### src/rtl/usb_bit_pkg.sv
// Shared definitions for the USB bit stuffer / unstuffer pair.
package usb_bit_pkg;

  localparam int USB_MAX_ONES = 6;

  typedef enum logic [1:0] {
    NORMAL       = 2'd0,
    EXPECT_STUFF = 2'd1,
    ERROR        = 2'd2
  } unstuff_state_t;

endpackage

### src/rtl/usb_ones_counter.sv
// Saturating run counter of consecutive 1s; a clear with inc in the same
// cycle restarts the run at 1 (the incoming bit starts a fresh run).
module usb_ones_counter #(
  parameter int MAX = 6,
  localparam int CW = $clog2(MAX + 1)
) (
  input  logic          clk,
  input  logic          nRST,
  input  logic          clear,
  input  logic          inc,
  output logic [CW-1:0] cnt,
  output logic          at_max
);

  logic [CW-1:0] cnt_d;

  assign at_max = (cnt == CW'(MAX));

  always_comb begin
    cnt_d = cnt;
    if (clear) begin
      cnt_d = inc ? CW'(1) : '0;
    end else if (inc && !at_max) begin
      cnt_d = cnt + CW'(1);
    end
  end

  always_ff @(posedge clk or negedge nRST) begin
    if (!nRST) begin
      cnt <= '0;
    end else begin
      cnt <= cnt_d;
    end
  end

endmodule

### src/rtl/usb_bit_unstuffer.sv
// RX bit unstuffer: drops the stuffed 0 after MAX_ONES 1s, flags a sticky
// stuff error on MAX_ONES+1 1s. All outputs registered, 1-cycle latency.
module usb_bit_unstuffer
  import usb_bit_pkg::*;
#(
  parameter int MAX_ONES = USB_MAX_ONES,
  localparam int CW = $clog2(MAX_ONES + 1)
) (
  input  logic           clk,
  input  logic           nRST,
  input  logic           in_bit,
  input  logic           in_valid,
  input  logic           pkt_start,
  output logic           out_bit,
  output logic           out_valid,
  output logic           stuff_drop,
  output logic           stuff_err,
  output unstuff_state_t dbg_state,
  output logic [CW-1:0]  dbg_ones_cnt
);

  // Stream semantics: in_valid qualifies in_bit for exactly one cycle (no
  // backpressure); out_valid qualifies out_bit for exactly one cycle.

  unstuff_state_t state_q, state_d;
  logic [CW-1:0]  ones_cnt;
  logic           ones_at_max;
  logic           cnt_clear, cnt_inc;
  logic           out_bit_d, out_valid_d, drop_d, err_d;
  unstuff_state_t eff_state;
  logic [CW-1:0]  eff_cnt;

  usb_ones_counter #(.MAX(MAX_ONES)) u_ones_counter (
    .clk    (clk),
    .nRST   (nRST),
    .clear  (cnt_clear),
    .inc    (cnt_inc),
    .cnt    (ones_cnt),
    .at_max (ones_at_max)
  );

  // pkt_start restarts the packet before the same-cycle bit is interpreted.
  assign eff_state = pkt_start ? NORMAL : state_q;
  assign eff_cnt   = pkt_start ? '0 : ones_cnt;

  always_comb begin
    state_d     = state_q;
    cnt_clear   = pkt_start;
    cnt_inc     = 1'b0;
    out_bit_d   = 1'b0;
    out_valid_d = 1'b0;
    drop_d      = 1'b0;
    err_d       = pkt_start ? 1'b0 : stuff_err;
    if (pkt_start) begin
      state_d = NORMAL;
    end
    if (in_valid) begin
      case (eff_state)
        NORMAL: begin
          out_valid_d = 1'b1;
          out_bit_d   = in_bit;
          if (!in_bit) begin
            cnt_clear = 1'b1;
          end else begin
            cnt_inc = 1'b1;
            if (eff_cnt == CW'(MAX_ONES - 1)) begin
              state_d = EXPECT_STUFF;
            end
          end
        end
        EXPECT_STUFF: begin
          if (!in_bit) begin
            drop_d    = 1'b1;
            cnt_clear = 1'b1;
            state_d   = NORMAL;
          end else begin
            err_d   = 1'b1;
            state_d = ERROR;
          end
        end
        default: begin
          state_d = eff_state;
        end
      endcase
    end
  end

  always_ff @(posedge clk or negedge nRST) begin
    if (!nRST) begin
      state_q    <= NORMAL;
      out_bit    <= 1'b0;
      out_valid  <= 1'b0;
      stuff_drop <= 1'b0;
      stuff_err  <= 1'b0;
    end else begin
      state_q    <= state_d;
      out_bit    <= out_bit_d;
      out_valid  <= out_valid_d;
      stuff_drop <= drop_d;
      stuff_err  <= err_d;
    end
  end

  assign dbg_state    = state_q;
  assign dbg_ones_cnt = ones_cnt;

  logic unused_at_max;
  assign unused_at_max = ones_at_max;

endmodule

### config.mk
export PLATFORM = sky130hd
export DESIGN_NAME = usb_bit_unstuffer
export DESIGN_NICKNAME = d
export VERILOG_FILES = /design/src/rtl/usb_bit_pkg.sv /design/src/rtl/usb_ones_counter.sv /design/src/rtl/usb_bit_unstuffer.sv
export SDC_FILE = /design/constraint.sdc
export NUM_CORES = 1
export LEC_CHECK = 0
export ABC_AREA = 0
export CELL_PAD_IN_SITES_DETAIL_PLACEMENT = 0
export CELL_PAD_IN_SITES_GLOBAL_PLACEMENT = 1
export CORE_MARGIN = 5
export CORE_UTILIZATION = 35
export DETAILED_ROUTE_END_ITERATION = 6
export PLACE_DENSITY_LB_ADDON = 0.1
export SLEW_MARGIN = 0
export SYNTH_ARGS = -nofsm -noshare
export SYNTH_HDL_FRONTEND = slang
export SYNTH_SLANG_ARGS = --single-unit
### constraint.sdc
create_clock -name clk -period 4.2 [get_ports clk]
set_clock_uncertainty 0.2 [all_clocks]
set_input_delay 0.84 -clock clk [delete_from_list [all_inputs] [get_ports clk]]
set_output_delay 0.84 -clock clk [all_outputs]
set_load 0.05 [all_outputs]
==> results of run 1 <==
## worst reg2reg max path, delay by kind of cell, from the launching register on
family	cells	cell delay, ns
fa+ha+maj	1	0.20
buf+inv	1	0.13
flops	1	0.42
simple gates	2	0.33
compound gates	1	0.20
## worst min-delay path by stage
stage | from | to | slack [ns] | depth (start not counted)
after global placement | stuff_err | stuff_err | 0.28 | 2
after detailed placement | stuff_err | stuff_err | 0.31 | 2
after CTS | stuff_err | stuff_err | 0.32 | 2
after floorplan | nRST | dbg_state[0] | 0.34 | 0
final | stuff_err | stuff_err | 0.32 | 2
after global routing | stuff_err | stuff_err | 0.36 | 2
## metal layers
layer | GRT usage [%] | up-vias | routed length [um]
li1 | - | 190 | -
met1 | 13.78 | 187 | 432
met2 | 21.95 | 13 | 538
met3 | 3.065 | 5 | 77
met4 | 11.60 | 0 | 44
met5 | 0 | - | 0
## placed cells by master, fill, tap and decap left out, types with 2 or more instances in the layout
cell,Yosys,final
clkdlybuf4s50_1,0,13
dfrtp_1,9,9
nor2_1,4,4
inv_1,4,4
nand2_1,3,3
clkbuf_4,0,3
and2_1,2,2
a31oi_1,2,2
a21oi_1,2,2
ha_1,2,2
## kinds of logic (layout without fill, tap and decap cells)
family / count (synthesis) / count (layout) / synth area share (%)
AO/OA/AOI/OAI: 11 / 11 / 19.58
adder cells (fa/ha/maj): 2 / 2 / 5.290
buffers and inverters: 5 / 21 / 5.554
flip-flops: 9 / 9 / 47.62
AND/OR/NAND/NOR: 17 / 17 / 21.96
## power breakdown
group	internal [W]	switching, W	total [W]	leakage (nW)
Sequential	0.0000893	0.00000243	0.0000917	0.121
Clock	0.0000367	0.0000312	0.0000679	0.0150
Combinational	0.0000133	0.0000201	0.0000335	0.127
Total	0.000139	0.0000538	0.000193	0.263
## sequential cells by signal (all words and copies together), names as in the netlist
register / count
dbg_state: 2
out_bit: 1
out_valid: 1
stuff_drop: 1
stuff_err: 1
u_ones_counter.cnt: 3
## cell type report
| type | instances | area (um2) | area share (%) |
|---|---|---|---|
| multi-input combinational | 30 | 221.5 | 34.77 |
| timing repair buffer | 13 | 130.1 | 20.43 |
| inverter | 4 | 15.01 | 2.358 |
| sequential | 9 | 225.2 | 35.36 |
| tap | 15 | 18.77 | 2.947 |
| clock buffer | 4 | 26.28 | 4.126 |
## stage by stage
stage	hold slack (ns)	power [W]	worst slack, ns	utilization, %
floorplan	0.3444	0.0001135	2.451	-
global placement	0.2800	0.0001267	1.854	47.52
detailed placement	0.3060	0.0001271	1.853	47.52
CTS	0.3201	0.0001960	1.563	49.56
global route	0.3560	0.0002036	1.511	49.56
finish	0.3192	0.0001930	1.577	49.56
==> out/qor.csv, run 1 <==
metric,value,unit
status,"complete, no violations",
first-pass GRT wire length,1.959,mm
FP Rows,13,
Pwr Density,303.1,mW/mm2
"Setup violations, final",0,
clock latency on the worst-skew pair,0.27,ns
CTS tree,yes,
Syn Nets,51,
ys async rst share,100.0,%
nature of the critical path startpoint,flip-flop,
CTS clock-pin slew for the worst setup and hold paths,0.06,ns
routed len/inst,14.57,um
Filler Cells Inserted,118,
"slowest stage delay, CP",0.85,ns
top fanout value on the critical path,7,
unrepaired setup endpoints after global routing,no,
Num CTS Buffers,3,
Bufs and invs on worst path,1,
"area leader, netlist",dfrtp_1,
Initial Util,36.81,%
placed cells,71,
critical path cell sequence,clkdlybuf4s50_1,
P_leak,0.2631,nW
n_diodes,0,
initial drt markers,3,
synth cell count leaders,"9 x dfrtp_1, 4 x inv_1, 4 x nor2_1",
top cell type's share of synthesized area,47.62,%
total number of vias,395,
Port-buffer cells,13,
crit path capture type,output port,
Post-synth EDFFs,0,
max_cap viols,0,
Final #Nets,68,
drt via density,5.267,
final instance area,636.9,um2
layout cells sized above 1,11.67,%
root buffer cell,clkbuf_4,
Reg2Reg Capture Point,u_ones_counter.cnt[0],
WP depth,1,
worst r2r src,u_ones_counter.cnt[0],
Post-Syn Instances,44,
DP HPWL,847.4,um
GRT Util Overall,13.21,%
ranking of synthesized cells by area,"dfrtp_1 48%, ha_1 5.3%, o311ai_2 3.4%, inv_1 3.2%, nor2_1 3.2%",
Worst R2R Setup Slack,2.63,ns
Critical Path RT,3.16,ns
reg2reg path depth,5,
Peak VDD IR,0.1501,mV
YS warnings,0,
CP arrival,1.58,ns
Worst Hold Class,flip-flop to flip-flop,
Max H-tree Level,1,
dpl cell area,610.6,um2
Core ar.,0.001285,mm2
DIE HEIGHT,46.76,um
pin count of the biggest net entering global routing,10,
Slew @ Worst Pin,0.4999,ns
Post-Route WL,1.093,mm
Slew HR,66.57,%
TritonRoute pass-1 iters,4,
Post-Syn Area,473.0,um2
chip width,46.76,um
DIE AREA,0.002187,mm2
final worst-path cycle share,62.46,%
slowest cell on the critical path,clkdlybuf4s50_1,
cts hold-fix bufs,0,
post-synthesis register bit count,9,
critical path capture point,dbg_state[0],
gr ovfl total,0,
cell family with the largest share of critical-path delay,buffers and inverters,
Clock Sinks,9,
Placer Congestion,0.7963,
fmax,381.2,MHz
Final Non-Filler Cells,75,
CP Launch Point,dbg_state[0],
post-synth cell types,24,
# DRC,0,
critical path class,flip-flop to output port,
"count leader, synth",dfrtp_1,
P&R area growth vs syn,34.66,%
Antenna Violating Nets Remaining,0,
Post-CTS Setup Inserts,0,
post-CTS sizing,0,
"Hold Violations, Final",0,
syn avg cell area,10.75,um2
clk buf depth,2,
Pins Over Slew Limit,0,
Main synth FF type,dfrtp_1,
Ports,14,
antenna violations before repair,0,
"Seq/Total Area, Yosys",47.62,%
vias in the first global route,434,
setup TNS,0,ns
min cycle time layout,2.623,ns
Power figures use the tool's default switching activity.
==> run 2: changes to the inputs <==
--- a/config.mk
+++ b/config.mk
@@ -9,7 +9,7 @@
 export CELL_PAD_IN_SITES_DETAIL_PLACEMENT = 0
 export CELL_PAD_IN_SITES_GLOBAL_PLACEMENT = 1
 export CORE_MARGIN = 5
-export CORE_UTILIZATION = 35
+export CORE_UTILIZATION = 33
 export DETAILED_ROUTE_END_ITERATION = 6
 export PLACE_DENSITY_LB_ADDON = 0.1
 export SLEW_MARGIN = 0
==> constraint.sdc (replaced) <==
create_clock -name clk -period 2.6 [get_ports clk]
set_clock_uncertainty 0.2 [all_clocks]
set_input_delay 0.52 -clock clk [delete_from_list [all_inputs] [get_ports clk]]
set_output_delay 0.52 -clock clk [all_outputs]
set_load 0.05 [all_outputs]
==> run 2 against run 1 <==
- clock-buffer cell count unchanged
- total power up 60%
- critical path depth unchanged
- global-route usage down 1.1 points
- largest cell class unchanged
==> out/qor.csv, run 2 (same netlist as run 1, synthesis figures left out) <==
metric,value,unit,change
Hold Crit Depth,2,,unchanged
antenna violations before repair,0,,unchanged
slowest cell on the critical path,clkdlybuf4s50_1,,
root buffer cell,clkbuf_4,,
max reg flops,3,,unchanged
top fanout value on the critical path,7,,unchanged
vias in the first global route,434,,unchanged
setup TNS,0,ns,unchanged
"Hold Violations, Final",0,,unchanged
Pins Over Slew Limit,0,,unchanged
final worst-path cycle share,89.04,%,
crit path capture type,output port,,
CP arrival,1.59,ns,about the same
Post-CTS Setup Inserts,0,,unchanged
cts hold-fix bufs,0,,unchanged
overall power,0.0003096,W,+60%
initial drt markers,5,,+2
WHS Endpoint,stuff_err,,
nature of the critical path startpoint,flip-flop,,
Bufs and invs on worst path,1,,unchanged
total number of vias,383,,-3.0%
post-CTS sizing,0,,unchanged
DP HPWL,883.9,um,+4.3%
Slew HR,66.33,%,-0.23 points
first-pass GRT wire length,1.835,mm,-6.3%
status,"complete, no violations",,
chip width,47.86,um,+2.3%
"slowest stage delay, CP",0.86,ns,about the same
clk buf depth,2,,unchanged
# DRC,0,,unchanged
CP Launch Point,dbg_state[0],,
Antenna Violating Nets Remaining,0,,unchanged
Slew @ Worst Pin,0.5034,ns,+0.003494 ns
"commonest non-fill, non-tap cell in the layout",clkdlybuf4s50_1,,
Ports,14,,unchanged
CTS clock-pin slew for the worst setup and hold paths,0.06,ns,about the same
min cycle time layout,2.315,ns,
DIE AREA,0.002290,mm2,+4.7%
Num CTS Buffers,3,,unchanged
Worst R2R Setup Slack,1.04,ns,-1.59 ns
P&R area growth vs syn,34.66,%,unchanged
Initial Util,35.46,%,-1.3 points
routed len/inst,14.83,um,+1.7%
TritonRoute pass-1 iters,2,,-2
worst r2r src,u_ones_counter.cnt[0],,
"Setup violations, final",0,,unchanged
n_diodes,0,,unchanged
Worst Hold Class,flip-flop to flip-flop,,
Pwr Density,486.2,mW/mm2,+60%
Peak VDD IR,0.2064,mV,+38%
GRT Util Overall,12.08,%,-1.1 points
Final #Nets,68,,unchanged
Reg2Reg Capture Point,u_ones_counter.cnt[0],,
"commonest non-fill, non-tap cells in the layout","13 x clkdlybuf4s50_1, 9 x dfrtp_1, 4 x nor2_1, 4 x inv_1",,
reg2reg path depth,5,,unchanged
P_leak,0.2631,nW,unchanged
unrepaired setup endpoints after global routing,no,,
Port-buffer cells,13,,unchanged
cell family with the largest share of critical-path delay,buffers and inverters,,
gr ovfl total,0,,unchanged
critical path class,flip-flop to output port,,
Placer Congestion,0.8056,,+1.2%
Post-Route WL,1.112,mm,+1.7%
clock latency on the worst-skew pair,0.25,ns,-0.02 ns
pin count of the biggest net entering global routing,10,,unchanged
layout cells sized above 1,11.67,%,unchanged
fmax,432.0,MHz,
critical path cell sequence,clkdlybuf4s50_1,,
Clock Sinks,9,,unchanged
Critical Path RT,1.88,ns,-1.28 ns
Max H-tree Level,1,,unchanged
max_cap viols,0,,unchanged
DIE HEIGHT,47.86,um,+2.3%
Reg with most FFs,u_ones_counter.cnt,,
CTS tree,yes,,
Core ar.,0.001334,mm2,+3.8%
drt via density,5.107,,-3.0%
FP Rows,13,,unchanged
hold_sp,stuff_err,,
-- run 2: worst max path at each step --
stage | slack [ns] | endpoint | depth (start not counted)
6_report | 0.29 | dbg_state[0] | 1
3_3_place_gp | 0.57 | dbg_state[0] | 1
4_1_cts | 0.29 | dbg_state[0] | 1
5_1_grt | 0.25 | dbg_state[0] | 1
3_5_place_dp | 0.57 | dbg_state[0] | 1
2_1_floorplan | 0.86 | u_ones_counter.cnt[0] | 5
-- run 2: layout make-up --
cell class | count | area, um2
multi-input cells | 30 | 221.5
well taps | 15 | 18.77
clock buffers | 4 | 26.28
repair buffers | 13 | 130.1
fillers | 130 | 696.9
inverters | 4 | 15.01
flip-flops and latches | 9 | 225.2
-- run 2: stage by stage --
step | instance area [um2] | worst slack [ns] | hold WS (ns) | cells | utilization, %
finish | 636.9 | 0.2850 | 0.3047 | 75 | 47.75
global route | 636.9 | 0.2542 | 0.3660 | 75 | 47.75
CTS | 636.9 | 0.2875 | 0.3165 | 75 | 47.75
detailed placement | 610.6 | 0.5732 | 0.3027 | 71 | 45.78
global placement | 610.6 | 0.5719 | 0.2922 | 71 | 45.78
floorplan | 473.0 | 0.8615 | 0.02441 | 44 | -
-- run 2: where the power goes --
part           internal (W)  switching (W)
Combinational     0.0000216      0.0000333
Clock             0.0000591      0.0000475
Sequential         0.000144     0.00000398
-- run 2: worst register-to-register path, cell delays in order (launching register included) --
cell	delay (ns)
dfrtp_1	0.42
inv_1	0.13
ha_1	0.20
nand2_1	0.11
and3_1	0.21
o311ai_2	0.20
-- run 2: metal layers --
layer	vias to the layer above	wire length (um)	track usage, %
met1	182	496	13.93
met2	13	541	20.05
met5	-	0	0
met4	0	0	6.452
li1	188	-	-
met3	0	74	3.383
